<file path="config.mk">
export PLATFORM = sky130hd
export DESIGN_NAME = stack_queue_ctrl
export DESIGN_NICKNAME = d
export VERILOG_FILES = /design/src/rtl/sq_pkg.sv /design/src/rtl/sq_buffer.sv /design/src/rtl/stack_queue_ctrl.sv
export SDC_FILE = /design/constraint.sdc
export NUM_CORES = 1
export LEC_CHECK = 0
export CAP_MARGIN = 0
export CORE_ASPECT_RATIO = 0.5
export CORE_MARGIN = 2
export CORE_UTILIZATION = 30
export CTS_CLUSTER_DIAMETER = 150
export DETAILED_ROUTE_END_ITERATION = 10
export GPL_ROUTABILITY_DRIVEN = 0
export HOLD_SLACK_MARGIN = 0.03
export PLACE_DENSITY = 0.53
export REMOVE_ABC_BUFFERS = 1
export SYNTH_ARGS = -nofsm -noshare
export SYNTH_HDL_FRONTEND = slang
export SYNTH_SLANG_ARGS = --single-unit
</file>
<file path="constraint.sdc">
create_clock -name clk -period 7.4 [get_ports clk]
set_clock_uncertainty 0.05 [all_clocks]
set_input_delay 1.48 -clock clk [delete_from_list [all_inputs] [get_ports clk]]
set_output_delay 1.48 -clock clk [all_outputs]
set_load 0.005 [all_outputs]
</file>
<file path="src/rtl/sq_pkg.sv">
// rtl/sq_pkg.sv - shared types and constants for the stack/queue calculator
//
// Contents:
//   SQ_DEPTH, SQ_WIDTH  default buffer depth and data word width
//   sq_state_e          sequencer states IDLE, POP1, POP2, EXEC, WB
//   OP_ADD..OP_DIV      one-hot ALU operation codes; btns[1] maps to OP_ADD,
//                       btns[2] to OP_SUB, btns[3] to OP_MUL, btns[4] to OP_DIV
//   op_select           picks the lowest requested operation bit

package sq_pkg;

    localparam int SQ_DEPTH = 8;
    localparam int SQ_WIDTH = 32;

    typedef enum logic [2:0] {
        IDLE,
        POP1,
        POP2,
        EXEC,
        WB
    } sq_state_e;

    localparam logic [3:0] OP_ADD = 4'b0001;
    localparam logic [3:0] OP_SUB = 4'b0010;
    localparam logic [3:0] OP_MUL = 4'b0100;
    localparam logic [3:0] OP_DIV = 4'b1000;

    // Several operation buttons can rise in the same cycle; the lowest
    // index has priority so the result is always a single one-hot code.
    function automatic logic [3:0] op_select(input logic [3:0] req);
        logic [3:0] sel;
        sel = 4'b0000;
        if (req[0]) begin
            sel = OP_ADD;
        end else if (req[1]) begin
            sel = OP_SUB;
        end else if (req[2]) begin
            sel = OP_MUL;
        end else if (req[3]) begin
            sel = OP_DIV;
        end
        return sel;
    endfunction

endpackage

</file>
<file path="src/rtl/sq_buffer.sv">
// rtl/sq_buffer.sv - circular operand buffer with stack and queue pop ports
//
// Ports:
//   clk, rst     rising-edge clock, asynchronous active-high reset
//   push         write push_data at tail, then advance tail
//   push_data    word to store
//   pop_lifo     drop the entry at tail-1 (tail decrements)
//   pop_fifo     drop the entry at head (head increments)
//   top_data     entry at tail-1 (newest)
//   head_data    entry at head (oldest)
//   count        number of valid entries, 0..DEPTH
//   empty, full  status decoded from count
//
// The owner never pops an empty buffer or pushes a full one, and never
// asserts more than one strobe per cycle.

module sq_buffer
    import sq_pkg::*;
#(
    parameter int DEPTH = SQ_DEPTH,
    parameter int WIDTH = SQ_WIDTH
) (
    input  logic                   clk,
    input  logic                   rst,
    input  logic                   push,
    input  logic [WIDTH-1:0]       push_data,
    input  logic                   pop_lifo,
    input  logic                   pop_fifo,
    output logic [WIDTH-1:0]       top_data,
    output logic [WIDTH-1:0]       head_data,
    output logic [$clog2(DEPTH):0] count,
    output logic                   empty,
    output logic                   full
);

    localparam int PTR_W = $clog2(DEPTH);
    localparam int CNT_W = PTR_W + 1;

    logic [WIDTH-1:0] mem_q [DEPTH];
    logic [PTR_W-1:0] head_q, head_d;
    logic [PTR_W-1:0] tail_q, tail_d;
    logic [PTR_W-1:0] top_idx;
    logic [CNT_W-1:0] count_q, count_d;

    // DEPTH is a power of two, so plain pointer arithmetic wraps modulo DEPTH.
    assign top_idx = tail_q - PTR_W'(1);

    always_comb begin
        head_d  = head_q + PTR_W'(pop_fifo);
        tail_d  = tail_q + PTR_W'(push) - PTR_W'(pop_lifo);
        count_d = count_q + CNT_W'(push) - CNT_W'(pop_lifo) - CNT_W'(pop_fifo);
    end

    always_ff @(posedge clk or posedge rst) begin
        if (rst) begin
            head_q  <= '0;
            tail_q  <= '0;
            count_q <= '0;
        end else begin
            head_q  <= head_d;
            tail_q  <= tail_d;
            count_q <= count_d;
        end
    end

    // Storage is not reset: a zero count already marks every entry invalid.
    always_ff @(posedge clk) begin
        if (push) begin
            mem_q[tail_q] <= push_data;
        end
    end

    assign top_data  = mem_q[top_idx];
    assign head_data = mem_q[head_q];
    assign count     = count_q;
    assign empty     = (count_q == '0);
    assign full      = (count_q == CNT_W'(DEPTH));

endmodule

</file>
<file path="src/rtl/stack_queue_ctrl.sv">
// rtl/stack_queue_ctrl.sv - operand store and sequencer for the stack/queue calculator
//
// Ports:
//   clk, rst        rising-edge clock, asynchronous active-high reset
//   stack_queue     1 = stack (LIFO) order, 0 = queue (FIFO) order
//   switches        operand value, zero-extended to WIDTH on push
//   btns            debounced buttons: [0] push, [4:1] add/sub/mul/div
//   alu_y           result from the external combinational ALU
//   alu_a, alu_b    registered ALU operands
//   alu_op          registered one-hot ALU operation
//   sseg            display value: top (stack) or head (queue), 0 when empty
//   empty, full     buffer status
//   err             one-cycle pulse after a rejected request

module stack_queue_ctrl
    import sq_pkg::*;
#(
    parameter int DEPTH = SQ_DEPTH,
    parameter int WIDTH = SQ_WIDTH
) (
    input  logic             clk,
    input  logic             rst,
    input  logic             stack_queue,
    input  logic [15:0]      switches,
    input  logic [4:0]       btns,
    input  logic [WIDTH-1:0] alu_y,
    output logic [WIDTH-1:0] alu_a,
    output logic [WIDTH-1:0] alu_b,
    output logic [3:0]       alu_op,
    output logic [WIDTH-1:0] sseg,
    output logic             empty,
    output logic             full,
    output logic             err
);

    localparam int CNT_W = $clog2(DEPTH) + 1;

    sq_state_e        state_q, state_d;
    logic [4:0]       btns_q, btns_d;
    logic [4:0]       btn_rise;
    logic             push_edge;
    logic [3:0]       op_edge;
    logic             mode_q, mode_d;
    logic [WIDTH-1:0] alu_a_q, alu_a_d;
    logic [WIDTH-1:0] alu_b_q, alu_b_d;
    logic [3:0]       alu_op_q, alu_op_d;
    logic [WIDTH-1:0] res_q, res_d;
    logic             err_q, err_d;
    logic             push_pend_q, push_pend_d;
    logic [WIDTH-1:0] push_val_q, push_val_d;

    logic             buf_push;
    logic [WIDTH-1:0] buf_wdata;
    logic             pop_lifo, pop_fifo;
    logic [WIDTH-1:0] top_data, head_data;
    logic [CNT_W-1:0] count;
    logic             buf_empty, buf_full;
    logic [CNT_W:0]   avail;
    logic             disp_stack;

    // Rising edge: the button is high now and was low last cycle.
    assign btns_d    = btns;
    assign btn_rise  = btns & ~btns_q;
    assign push_edge = btn_rise[0];
    assign op_edge   = btn_rise[4:1];

    // An accepted push lands one cycle later, so an op decided in that
    // cycle must already count the pending entry as available.
    assign avail = {1'b0, count} + (CNT_W+1)'(push_pend_q);

    // The pending push is only ever set from IDLE and drains in the next
    // (still IDLE) cycle, so it never collides with the WB write.
    assign buf_push  = push_pend_q | (state_q == WB);
    assign buf_wdata = (state_q == WB) ? res_q : push_val_q;

    sq_buffer #(
        .DEPTH (DEPTH),
        .WIDTH (WIDTH)
    ) u_buffer (
        .clk       (clk),
        .rst       (rst),
        .push      (buf_push),
        .push_data (buf_wdata),
        .pop_lifo  (pop_lifo),
        .pop_fifo  (pop_fifo),
        .top_data  (top_data),
        .head_data (head_data),
        .count     (count),
        .empty     (buf_empty),
        .full      (buf_full)
    );

    always_comb begin
        state_d     = state_q;
        mode_d      = mode_q;
        alu_a_d     = alu_a_q;
        alu_b_d     = alu_b_q;
        alu_op_d    = alu_op_q;
        res_d       = res_q;
        err_d       = 1'b0;
        push_pend_d = 1'b0;
        push_val_d  = push_val_q;
        pop_lifo    = 1'b0;
        pop_fifo    = 1'b0;

        case (state_q)
            IDLE: begin
                // An operation request takes precedence over a push edge
                // arriving in the same cycle; the push is simply dropped.
                if (|op_edge) begin
                    if (avail >= (CNT_W+1)'(2)) begin
                        mode_d   = stack_queue;
                        alu_op_d = op_select(op_edge);
                        state_d  = POP1;
                    end else begin
                        err_d = 1'b1;
                    end
                end else if (push_edge) begin
                    if (buf_full) begin
                        err_d = 1'b1;
                    end else begin
                        push_pend_d = 1'b1;
                        push_val_d  = WIDTH'(switches);
                    end
                end
            end
            POP1: begin
                // Stack order yields the right operand first, queue order
                // the left one, so a-op-b keeps entry order in both modes.
                if (mode_q) begin
                    pop_lifo = 1'b1;
                    alu_b_d  = top_data;
                end else begin
                    pop_fifo = 1'b1;
                    alu_a_d  = head_data;
                end
                state_d = POP2;
            end
            POP2: begin
                if (mode_q) begin
                    pop_lifo = 1'b1;
                    alu_a_d  = top_data;
                end else begin
                    pop_fifo = 1'b1;
                    alu_b_d  = head_data;
                end
                state_d = EXEC;
            end
            EXEC: begin
                res_d   = alu_y;
                state_d = WB;
            end
            WB: begin
                state_d = IDLE;
            end
            default: begin
                state_d = IDLE;
            end
        endcase
    end

    always_ff @(posedge clk or posedge rst) begin
        if (rst) begin
            state_q     <= IDLE;
            btns_q      <= '0;
            mode_q      <= 1'b0;
            alu_a_q     <= '0;
            alu_b_q     <= '0;
            alu_op_q    <= '0;
            res_q       <= '0;
            err_q       <= 1'b0;
            push_pend_q <= 1'b0;
            push_val_q  <= '0;
        end else begin
            state_q     <= state_d;
            btns_q      <= btns_d;
            mode_q      <= mode_d;
            alu_a_q     <= alu_a_d;
            alu_b_q     <= alu_b_d;
            alu_op_q    <= alu_op_d;
            res_q       <= res_d;
            err_q       <= err_d;
            push_pend_q <= push_pend_d;
            push_val_q  <= push_val_d;
        end
    end

    // While idle the display follows the live mode switch; during an
    // operation it uses the mode that operation was started with.
    assign disp_stack = (state_q == IDLE) ? stack_queue : mode_q;

    always_comb begin
        sseg = '0;
        if (!buf_empty) begin
            sseg = disp_stack ? top_data : head_data;
        end
    end

    assign alu_a  = alu_a_q;
    assign alu_b  = alu_b_q;
    assign alu_op = alu_op_q;
    assign err    = err_q;
    assign empty  = buf_empty;
    assign full   = buf_full;

endmodule

</file>
After elaboration in Yosys (flattened, before gate mapping)
Memories as Yosys holds them, arrays and structs flattened.
Index checks and enable logic that the tools add are counted.
{"block": "word_totals", "ff_bits": 137, "ramBits": 256, "input_bits": 56, "out_inout_bits": 103, "elab_cells": 79, "n_memories": 1}
{"name": "u_buffer.mem_q", "depth": 8, "word_bits": 32, "rd": 2, "rd_clocked_by_memory_dff": 0, "wr": 1, "line_no": "sq_buffer.sv:39", "source": "logic [WIDTH-1:0] mem_q [DEPTH];"}
{"block": "classes", "addsub": 8, "magnitude_cmp": 1, "n_eq_ne": 11, "muxes": 30, "bitwise_logic": 5, "n_reduce_logical": 10}
{"cell": "32-bit 2-to-1 mux", "count": 5}
{"cell": "32-bit one-hot mux with 2 select lines", "count": 2}
{"cell": "1-bit 2-to-1 mux", "count": 16}
{"cell": "4-bit 2-to-1 mux", "count": 4}
{"cell": "2-bit != test (second input constant)", "count": 6}
{"cell": "3-bit one-hot mux with 4 select lines", "count": 1}
{"cell": "3-bit AND reduction", "count": 3}
{"cell": "4-bit by 1-bit subtractor with 4-bit output", "count": 2}
{"cell": "3-bit by 1-bit adder with 3-bit output", "count": 2}
{"cell": "3-bit by 2-bit == test with 1-bit output (second input constant)", "count": 2}
{"cell": "3-bit 2-to-1 mux", "count": 2}
{"cell": "4-bit by 1-bit adder with 5-bit output", "count": 1}
{"cell": "5-bit AND", "count": 1}
{"cell": "5-bit by 2-bit >= comparator with 1-bit output (second input constant)", "count": 1}
{"cell": "5-bit NOT", "count": 1}
{"cell": "4-bit by 1-bit adder with 4-bit output", "count": 1}
{"cell": "4-bit == test (second input constant)", "count": 1}
{"cell": "4-bit logical NOT", "count": 1}
{"cell": "4-bit AND reduction", "count": 1}
{"cell": "4-bit OR reduction", "count": 1}
{"cell": "3-bit by 1-bit == test with 1-bit output (second input constant)", "count": 1}
{"cell": "3-bit == test (second input constant)", "count": 1}
{"cell": "3-bit logical NOT", "count": 1}
{"cell": "3-bit by 1-bit subtractor with 3-bit output", "count": 1}
{"cell": "6 further kinds", "count": 7}

Logic depth before layout (Yosys ltp)
Gate-level depths: netlist of run 1.
{"block": "logic_depth", "ltp_word": 6, "depth_mapped": 12, "mapped_depth_nobuf": 11}

Cells and area by module
Synthesis of run 1 repeated with hierarchy kept, for this count alone.
{"block": "hier_totals", "hier_cells": 1412, "area_unflattened_um2": 18864.3}
{"module": "sq_buffer", "instances": 1, "cells_per_inst": 756, "area_each_um2": 12629.6, "seq_area_each_um2": 7937.6}
{"module": "stack_queue_ctrl", "instances": 1, "cells_per_inst": 656, "area_each_um2": 6234.7, "seq_area_each_um2": 3178.0}

Worst setup path after synthesis of run 1
Ideal clock, no wire load.
{"block": "synth_timing", "kind": "register to output", "from": "reg u_buffer.tail_q[0]", "to": "out sseg[10]", "arrival_time_ns": 2.368, "t_required_ns": 5.870, "slack_ns": 3.502, "stages_incl_launch_ff": 11, "n_path_buf": 4, "path_cell_list": "dfrtp_1 -> clkbuf_1 -> inv_1 -> clkbuf_1 -> buf_1 -> ha_1 -> xor2_2 -> clkbuf_1 -> nand3_1 -> nand4_1 -> o22ai_1"}
{"block": "synth_via", "elab_chain_cells": 4}
{"item": "from (decl)", "line_no": "sq_buffer.sv:41", "source": "logic [PTR_W-1:0] tail_q, tail_d;"}
{"item": "from (signal assigned)", "line_no": "sq_buffer.sv:61", "source": "tail_q <= tail_d;"}
{"item": "3-bit by 1-bit subtractor with 3-bit output", "line_no": "sq_buffer.sv:46", "source": "assign top_idx = tail_q - PTR_W'(1);"}
{"item": "memory 8 x 32 bit"}
{"item": "32-bit 2-to-1 mux", "line_no": "stack_queue_ctrl.sv:195", "source": "sseg = disp_stack ? top_data : head_data;"}
{"item": "32-bit 2-to-1 mux", "line_no": "stack_queue_ctrl.sv:194", "source": "if (!buf_empty) begin"}
{"item": "to (decl)", "line_no": "stack_queue_ctrl.sv:30", "source": "output logic [WIDTH-1:0] sseg,"}
Every way passes these cells.

Worst setup path in the final report of run 1
{"block": "layout_timing", "from": "in stack_queue", "to": "out sseg[25]"}
{"block": "layout_via", "elab_chain_cells": 3}
{"item": "from (decl)", "line_no": "stack_queue_ctrl.sv:23", "source": "input logic stack_queue,"}
{"item": "1-bit 2-to-1 mux", "line_no": "stack_queue_ctrl.sv:190", "source": "assign disp_stack = (state_q == IDLE) ? stack_queue : mode_q;"}
{"item": "32-bit 2-to-1 mux", "line_no": "stack_queue_ctrl.sv:195"}
{"item": "32-bit 2-to-1 mux", "line_no": "stack_queue_ctrl.sv:194"}
Every way passes these cells.

==> results of run 1 <==
-- placed cells by master (no fill, tap or decap), types with 3 or more instances in the layout --
| cell type | n |
|---|---|
| inv_1 | 33 |
| mux2_4 | 25 |
| ha_1 | 16 |
| nand3b_1 | 4 |
| clkbuf_1 | 14 |
| mux4_2 | 64 |
| nand2b_1 | 4 |
| mux2_2 | 56 |
| nor2b_1 | 3 |
| a22oi_2 | 50 |
| clkbuf_8 | 8 |
| dfrtp_1 | 133 |
| nand2_1 | 6 |
| xnor2_1 | 4 |
| o21ai_1 | 64 |
| clkinv_2 | 5 |
| nand4_1 | 33 |
| nor2_4 | 4 |
| nand3_1 | 130 |
| nor2_1 | 7 |
| edfxtp_1 | 256 |
| nor3_2 | 4 |
| mux2i_1 | 128 |
| buf_4 | 24 |
| o22ai_1 | 32 |
| clkbuf_16 | 43 |
| nor3_1 | 4 |
| a22oi_1 | 14 |
| clkdlybuf4s50_1 | 158 |
| and2_1 | 17 |
| dfrtp_2 | 3 |
| clkinv_1 | 20 |
| mux2_1 | 21 |
-- metal layers --
layer / vias to the layer above / GRT usage / routed length, um
met2: 341 / 0.262 / 25100
met5: - / 0 / 0
met3: 112 / 0.0196 / 2460
met4: 0 / 0.0608 / 1720
met1: 6022 / 0.202 / 21200
li1: 5147 / - / -
-- cell type report --
cell class	count	area (um2)
multi-input combinational	717	6970
tap	825	1030
sequential	393	11100
inverter	50	193
fill	5744	38900
clock buffer	65	1240
timing repair buffer	183	1780
clock inverter	11	52.6
-- power groups by stage --
stage / logic (mW) / registers (mW) / clock network, mW
after floorplan: 3.77 / 3.40 / 0
final: 5.83 / 3.36 / 1.98
after CTS: 5.89 / 3.37 / 2.03
after detailed placement: 5.87 / 3.41 / 0
after global routing: 6.28 / 3.42 / 2.11
after global placement: 5.76 / 3.38 / 0
-- through the flow --
stage / TNS (ns) / instances / worst slack [ns] / instance area, um2 / hold WS (ns)
floorplan: -61.68 / 1160 / -1.56 / 18200 / 0.410
global placement: 0 / 2168 / 2.02 / 21100 / 0.422
detailed placement: 0 / 2168 / 1.97 / 21100 / 0.425
CTS: 0 / 2244 / 1.95 / 22400 / 0.438
global route: 0 / 2244 / 1.77 / 22400 / 0.459
finish: 0 / 2244 / 1.95 / 22400 / 0.431
-- registers in the layout (all words and copies together) (netlist names) --
register         cells
u_buffer.head_q      3
push_val_q          16
mode_q               1
alu_a               32
u_buffer.count       4
state_q              3
btns_q               5
alu_op               4
u_buffer.mem_q     256
u_buffer.tail_q      3
push_pend_q          1
err                  1
res_q               32
alu_b               32
-- cell families after synthesis --
logic type / count (synthesis)
xor+xnor: 8
flops: 393
buf+inv: 145
fa+ha+maj: 19
simple gates: 228
mux: 294
compound gates: 168
-- worst register-to-register path, stage by stage (launching register included) --
cell,delay (ns)
dfrtp_1,0.59
nor3b_4,0.25
buf_4,0.51
nor2_1,0.28
inv_1,0.18
nand2_1,0.25
nor2_4,0.70
buf_4,0.49
-- worst max-delay path by stage --
stage,startpoint,endpoint,slack (ns),cells past startpoint
floorplan,u_buffer.tail_q[0],sseg[1],-1.56,6
global placement,stack_queue,sseg[26],2.02,6
detailed placement,stack_queue,sseg[25],1.97,6
CTS,u_buffer.tail_q[1],sseg[25],1.95,8
global route,u_buffer.tail_q[1],sseg[16],1.77,8
finish,stack_queue,sseg[25],1.95,6
==> summary.txt, run 1 <==
Outcome
  – Status: finished, final reports clean

Logic synthesis
  – XOR/XNOR Fraction of Synth Area: 0.00457
  – Number of synthesized flops with an enable pin: 256
  – Simple-gate area share of the yosys netlist: 0.0665
  – Post-synth top cells: 256 x edfxtp_1, 137 x dfrtp_1, 131 x nand3_1, 128 x mux2i_1
  – Syn_area_per_cell: 14.8 um2
  – Yosys warns: 0
  – Post-Synth Adder-Cell Area: 0.0136
  – Syn Inst Count: 1255
  – Synth top area share: 0.413
  – Ys flop type: edfxtp_1
  – Post-synthesis sequential area ratio: 0.597
  – Largest family of logic cells by synthesized area: multiplexers
  – Compound-cell area share of the yosys netlist: 0.0704
  – Post-synthesis async set-or-reset flop share: 0.349
  – Number of distinct library cells after synthesis: 46
  – Most frequent cell after synthesis: edfxtp_1
  – Synth top area cells: edfxtp_1 41%, dfrtp_1 18%, mux4_2 7.7%, mux2i_1 6.9%, nand3_1 3.5%
  – Leading area contributor after synthesis: edfxtp_1
  – Mapped cell area: 18600 um2
  – Mux cell area share after synthesis: 0.213
  – FF+latch count, synth: 393

Critical path
  – Top delay family on crit path: buffers and inverters
  – R2R Setup Slk: 3.76 ns
  – Worst EP required: 5.87 ns
  – R2r endpoint: u_buffer.mem_q[1][25]
  – Most used cell, CP: clkdlybuf4s50_1
  – Cell Chain, Critical Path: clkdlybuf4s50_1 -> mux2_2 -> nand2_1 -> buf_4 -> o22ai_1 -> clkdlybuf4s50_1
  – RR Startpoint: state_q[2]
  – Crit path buf inv count: 3
  – Critical path class: in -> out
  – Highest-delay cell along the critical path: nand2_1
  – CP endpoint kind: output port
  – CP arrival: 3.92 ns
  – Startpoint Class: primary input
  – Critical Path Max Stage Delay: 0.73 ns
  – Max FO, Critical Path: 17
  – Worst R2R Path Depth: 7

CTS
  – Setup Buffers After CTS: 0
  – CTS buffer count: 42
  – Clk buf depth: 3
  – Clk slew on worst S/H paths: 0.06 ns
  – Clk sink count: 393
  – Resized Gates After CTS: 0
  – Root Driver: clkbuf_16
  – TritonCTS clock tree: yes
  – Clock H-tree levels: 2
  – Hold buffer count at cts: 0
  – Clk Latency, worst-skew pair: 0.54 ns

Die
  – Die height: 180 um
  – I/O Pins: 159
  – Core Area: 61300 um2
  – Initial Util: 0.304
  – Row count: 64
  – Die span in x: 356 um
  – Die area: 64200 um2

Global route
  – Initial antenna violation count: 0
  – Number of global-route vias before repair: 12500
  – Remaining global-route overflow: 0
  – First-pass GRT wire length: 75.7 mm
  – Largest net degree at the start of global routing: 81
  – Global-route usage over all layers: 0.155

Pwr
  – Psw: 4.36 mW
  – Pwr dens: 499 nW/um2
  – Int Pwr: 6.81 mW
  – Logic gate share of total power: 0.522
  – Power Total: 11.2 mW
  – VDD IR max: 0.353 mV
  – Sequential fraction of design power: 0.301
  – Leak Pwr: 8.22 nW
  – Clk pwr share: 0.177
  – Sw Share: 0.390

Drt
  – Routed Antenna Nets: 0
  – Final wirelength: 50.5 mm
  – DR iter-0 viols: 847
  – Vias per cell: 5.18
  – Post-route DRC: 0
  – Drt first pass iters: 5
  – WL/cell: 22.5 um
  – Routed vias: 11600

Placement
  – Hpwl dp: 29.7 mm
  – Port Buffers: 158

Cells and area
  – Final Util: 0.366
  – Layout area overhead: 20.2%
  – Number of antenna diodes: 0
  – Nets: 1462
  – Layout cells sized above 1: 0.214

Min path
  – Hold Path Class: reg -> reg
  – WHS Endpoint: alu_op[1]
  – Worst hold start: alu_op[1]
  – Hold path depth: 1

STA
  – Tmin final: 5.45 ns
  – Final worst-path cycle share: 0.736
  – Final hold vios: 0
  – Unrepaired setup endpoints after global routing: no
  – # setup viols final: 0
  – Slew Limit Fails: 0
  – FMAX: 184 MHz
  – Slew @ Worst Pin: 1.13 ns
  – Max transition margin: 0.245

Flow run
  – Max-cap violations: 0
(Power assumes the default switching activity.)
==> run 2, diff against run 1 <==
clock period = 5.02 ns   (was 7.4 ns; I/O delays follow)
==> summary.txt, run 2 (synthesis gave the netlist of run 1 again) <==
Critical path
  – Cell Chain, Critical Path: inv_1 -> ha_4 -> buf_12 -> mux2i_1 -> nand3_1 -> nand4_1 -> o22ai_1 -> clkdlybuf4s50_1
  – Worst EP required: 3.97 ns (-1.90 ns)
  – CP arrival: 3.48 ns (-0.44 ns)
  – Max FO, Critical Path: 36 (+19)
  – Crit path buf inv count: 3 (unchanged)
  – Critical path class: reg -> out
  – Highest-delay cell along the critical path: ha_4
  – Top delay family on crit path: buffers and inverters
  – Startpoint Class: flop
  – Critical Path Max Stage Delay: 0.70 ns (-0.03 ns)
  – CP endpoint kind: output port

CTS
  – Hold buffer count at cts: 0 (unchanged)
  – Clk slew on worst S/H paths: 0.06 ns (about the same)
  – Root Driver: clkbuf_16
  – Resized Gates After CTS: 0 (unchanged)
  – Clock H-tree levels: 2 (unchanged)
  – Clk sink count: 393 (unchanged)
  – TritonCTS clock tree: yes
  – Clk buf depth: 3 (unchanged)
  – CTS buffer count: 42 (unchanged)
  – Setup Buffers After CTS: 0 (unchanged)
  – Clk Latency, worst-skew pair: 0.55 ns (about the same)

Cells and area
  – Layout area overhead: 21.8%
  – Most flop-heavy register: u_buffer.mem_q
  – Layout cells sized above 1: 0.224 (+0.00961)
  – Commonest non-fill, non-tap cell in the layout: edfxtp_1
  – Most frequent cells in the layout: 256 x edfxtp_1, 158 x clkdlybuf4s50_1, 133 x dfrtp_1, 130 x nand3_1, 128 x mux2i_1
  – Max reg flops: 256 (unchanged)
  – Final Util: 0.371 (+0.00494)
  – Nets: 1475 (+0.89%)
  – Number of antenna diodes: 0 (unchanged)
  – Post-route insts no fill: 2259 (+0.67%)

Pwr
  – Pwr dens: 743 nW/um2 (+49%)
  – Power Total: 16.9 mW (+51%)
  – VDD IR max: 0.498 mV (+41%)
  – Leak Pwr: 8.37 nW (+1.7%)

STA
  – Slew @ Worst Pin: 1.18 ns (+0.0444 ns)
  – Final worst-path cycle share: 0.903
  – Max transition margin: 0.214 (-0.0305)
  – Setup TNS: 0 ns (unchanged)
  – # setup viols final: 0 (unchanged)
  – FMAX: 221 MHz
  – Final hold vios: 0 (unchanged)
  – Hold WS: 0.435 ns (+0.00446 ns)
  – Slew Limit Fails: 0 (unchanged)
  – Unrepaired setup endpoints after global routing: no
  – Tmin final: 4.53 ns

Drt
  – WL/cell: 22.5 um (+0.17%)
  – Drt first pass iters: 5 (unchanged)
  – DR iter-0 viols: 857 (+1.2%)
  – Routed vias: 11800 (+1.4%)
  – Post-route DRC: 0 (unchanged)
  – Final wirelength: 50.9 mm (+0.84%)
  – Routed Antenna Nets: 0 (unchanged)
  – Vias per cell: 5.22 (+0.75%)

Outcome
  – Status: finished, final reports clean

Placement
  – Hpwl dp: 30.9 mm (+4.1%)
  – Placed instance count: 2181 (+0.60%)
  – Port Buffers: 158 (unchanged)

Global route
  – First-pass GRT wire length: 76.1 mm (+0.52%)
  – Global-route usage over all layers: 0.156 (+0.00126)
  – Initial antenna violation count: 0 (unchanged)
  – Remaining global-route overflow: 0 (unchanged)
  – Number of global-route vias before repair: 12600 (+0.70%)
  – Largest net degree at the start of global routing: 80 (-1.2%)

Flow run
  – Max-cap violations: 0 (unchanged)

Die
  – I/O Pins: 159 (unchanged)
  – Initial Util: 0.304 (unchanged)
  – Row count: 64 (unchanged)
  – Die area: 64200 um2 (unchanged)
  – Core Area: 61300 um2 (unchanged)
  – Die height: 180 um (unchanged)
  – Die span in x: 356 um (unchanged)

Min path
  – Hold Path Class: reg -> reg
-- run 2: cell type report --
class / count / area (um2)
clock inverters: 18 / 130
repair buffers: 196 / 1990
flip-flops and latches: 393 / 11100
clock buffers: 60 / 1250
fillers: 5680 / 38600
inverters: 50 / 193
well taps: 825 / 1030
multi-input cells: 717 / 6970
-- run 2: where the power goes --
part | switching (mW) | internal, mW | total, mW
clock network | 1.26 | 1.84 | 3.10
logic | 4.75 | 4.14 | 8.89
registers | 0.543 | 4.34 | 4.89
total | 6.55 | 10.3 | 16.9
-- run 2: stage by stage --
stage / setup WS [ns] / instance area [um2]
after floorplan: -3.46 / 18200
after global routing: 0.233 / 22700
after CTS: 0.435 / 22700
final: 0.487 / 22700
after detailed placement: 0.753 / 21300
after global placement: 0.791 / 21300
-- run 2: per-layer routing --
metal	part of all wire	vias up	track usage
met5	0	-	0
met4	0.032	0	0.0572
met3	0.048	77	0.0233
met2	0.50	332	0.269
met1	0.42	6192	0.199
li1	-	5186	-
-- run 2: path summary, 6_finish.rpt --
| check | endpoint | depth (start not counted) | slack [ns] | from |
|---|---|---|---|---|
| worst max-delay path | sseg[4] | 8 | 0.49 | u_buffer.tail_q[1] |
| worst min-delay path | push_val_q[12] | 1 | 0.44 | push_val_q[12] |
| worst max register to register | u_buffer.count[3] | 11 | 1.98 | state_q[1] |
| worst min register to register | push_val_q[12] | 1 | 0.44 | push_val_q[12] |
| max in group asynchronous | alu_a[18] | 3 | 3.03 | rst |
| min in group asynchronous | push_val_q[1] | 2 | 0.92 | rst |
==> run 3, diff against run 2 <==
ABC_CLOCK_PERIOD_IN_PS = 5020   (was default)
RECOVER_POWER = 100   (was default)
==> summary.txt, run 3 (synthesis gave the netlist of run 1 again) <==
Outcome
  – Status: finished with violations
  – Violated checks: capacitance limit, slew limit

CTS
  – Clock H-tree levels: 2 (unchanged)
  – Setup Buffers After CTS: 0 (unchanged)
  – Resized Gates After CTS: 0 (unchanged)
  – Hold buffer count at cts: 0 (unchanged)
  – TritonCTS clock tree: yes
  – Clk sink count: 393 (unchanged)
  – Clk buf depth: 3 (unchanged)
  – Root Driver: clkbuf_16
  – Clk slew on worst S/H paths: 0.06 ns (about the same)
  – Clk Latency, worst-skew pair: 0.55 ns (about the same)
  – CTS buffer count: 42 (unchanged)

Pwr
  – Psw: 6.45 mW (-1.6%)
  – Pwr dens: 732 nW/um2 (-1.5%)
  – Sequential fraction of design power: 0.296 (+0.006)
  – Logic gate share of total power: 0.516 (-0.011)
  – Clk pwr share: 0.188 (+0.004)
  – Sw Share: 0.391 (+0.00296)
  – Power Total: 16.5 mW (-2.3%)
  – Int Pwr: 10.0 mW (-2.8%)
  – VDD IR max: 0.490 mV (-1.6%)
  – Leak Pwr: 8.39 nW (+0.33%)

Die
  – Core Area: 61300 um2 (unchanged)
  – Row count: 64 (unchanged)
  – Die height: 180 um (unchanged)
  – Initial Util: 0.304 (unchanged)
  – I/O Pins: 159 (unchanged)
  – Die area: 64200 um2 (unchanged)
  – Die span in x: 356 um (unchanged)

Placement
  – Area after DPL: 21300 um2 (unchanged)
  – Port Buffers: 158 (unchanged)
  – Hpwl dp: 30.9 mm (unchanged)
  – DP Worst Slack: 0.753 ns (unchanged)

Cells and area
  – Commonest non-fill, non-tap cell in the layout: edfxtp_1
  – Most frequent cells in the layout: 256 x edfxtp_1, 133 x dfrtp_1, 130 x nand3_1, 128 x mux2i_1, 103 x dlygate4sd3_1
  – Multi-input logic area: 6920 um2 (-0.75%)
  – Final instance area: 22500 um2 (-0.79%)
  – Layout area overhead: 20.8%
  – Fill cells: 5712 (+0.56%)
  – Layout cells sized above 1: 0.197 (-0.0272)
  – Most flop-heavy register: u_buffer.mem_q
  – Nets: 1475 (unchanged)
  – Number of antenna diodes: 0 (unchanged)
  – Max reg flops: 256 (unchanged)
  – Register area: 11100 um2 (unchanged)

STA
  – Final worst-path cycle share: 0.933 (+0.0304)
  – Slew Limit Fails: 361 (+361)
  – Tmin final: 4.69 ns (+0.153 ns)
  – Final hold vios: 0 (unchanged)
  – Slew @ Worst Pin: 2.93 ns (+1.76 ns)
  – Max transition margin: -0.957 (-1.17)
  – FMAX: 213 MHz (-3.3%)
  – # setup viols final: 0 (unchanged)
  – Unrepaired setup endpoints after global routing: no
  – Final setup margin: 0.334 ns (-0.153 ns)
  – Setup TNS: 0 ns (unchanged)
  – Hold WS: 0.431 ns (-0.00392 ns)

Critical path
  – Worst R2R Path Depth: 4 (-7)
  – R2r endpoint: u_buffer.mem_q[5][16]
  – Max FO, Critical Path: 17 (-53%)
  – CP arrival: 3.63 ns (+0.15 ns)
  – Crit path buf inv count: 2 (-1)
  – Stages on worst setup path: 6 (-2)
  – Top delay family on crit path: buffers and inverters
  – Worst EP required: 3.97 ns (about the same)
  – Setup crit end: sseg[23]
  – R2R Setup Slk: 0.63 ns (-1.35 ns)
  – CP Launch Point: state_q[1]
  – Critical Path Max Stage Delay: 0.61 ns (-0.09 ns)
  – Highest-delay cell along the critical path: dlygate4sd3_1
  – Startpoint Class: flop
  – Cell Chain, Critical Path: nor3_1 -> mux2_1 -> nand2b_2 -> clkbuf_2 -> o22ai_1 -> dlygate4sd3_1
  – CP endpoint kind: output port
  – RR Startpoint: u_buffer.tail_q[0]
  – Critical path class: reg -> out

Global route
  – Global-route usage over all layers: 0.156 (unchanged)
  – Initial antenna violation count: 0 (unchanged)
  – Remaining global-route overflow: 0 (unchanged)
  – First-pass GRT wire length: 76.1 mm (unchanged)
  – Number of global-route vias before repair: 12600 (unchanged)
  – Largest net degree at the start of global routing: 80 (unchanged)

Flow run
  – Max-cap violations: 12 (+12)

Drt
  – Drt first pass iters: 5 (unchanged)
  – Vias per cell: 5.18 (-0.67%)
  – DR iter-0 viols: 809 (-5.6%)
  – Post-route DRC: 0 (unchanged)
  – Final wirelength: 50.8 mm (-0.21%)
  – Routed Antenna Nets: 0 (unchanged)
  – Routed vias: 11700 (-0.67%)
  – WL/cell: 22.5 um (-0.21%)

Min path
  – Hold Path Class: reg -> reg
run 3: changes by cell type in the layout (fill, tap and decap cells not counted), sizes merged:
cell,delta
dlygate4sd3,+103
clkdlybuf4s50,-103
clkbuf,+14
buf,-14
run 3: worst min-delay path by stage:
stage	start	endpoint	slack (ns)	cells after the start
3_3_place_gp	push_val_q[14]	push_val_q[14]	0.42	1
2_1_floorplan	push_val_q[0]	push_val_q[0]	0.41	1
5_1_grt	push_val_q[14]	push_val_q[14]	0.45	1
6_report	push_val_q[12]	push_val_q[12]	0.43	1
3_5_place_dp	push_val_q[12]	push_val_q[12]	0.43	1
4_1_cts	push_val_q[12]	push_val_q[12]	0.44	1
run 3: metal layers:
metal,up-vias,routed length (um),track usage
li1,5181,-,-
met1,6142,21500,0.199
met2,295,25400,0.269
met3,90,2200,0.0233
met4,0,1660,0.0572
met5,-,0,0
run 3: cell type report:
type	instances	share of cell area
clock buffer	60	0.0557
multi-input combinational	717	0.307
inverter	50	0.00856
timing repair buffer	196	0.0828
sequential	393	0.494
clock inverter	18	0.00578
tap	825	0.0458
run 3: worst reg2reg max path: stages, from the launching register on:
cell      delay (ns)
dfrtp_2         0.37
buf_4           0.72
nand2_1         0.38
nor2_1          0.70
clkbuf_1        1.72
run 3: power groups by stage:
stage                     Combinational [mW]  Clock, mW  Sequential [mW]
after detailed placement                8.94          0             4.96
final                                   8.50       3.10             4.88
after global placement                  8.76          0             4.91
after floorplan                         5.03          0             5.02
after CTS                               8.97       3.17             4.90
after global routing                    9.16       3.32             4.96
run 3: stage by stage:
step,utilization,std cells
2_1_floorplan,-,1160
3_3_place_gp,0.348,2181
3_5_place_dp,0.348,2181
4_1_cts,0.371,2259
5_1_grt,0.368,2259
6_report,0.368,2259
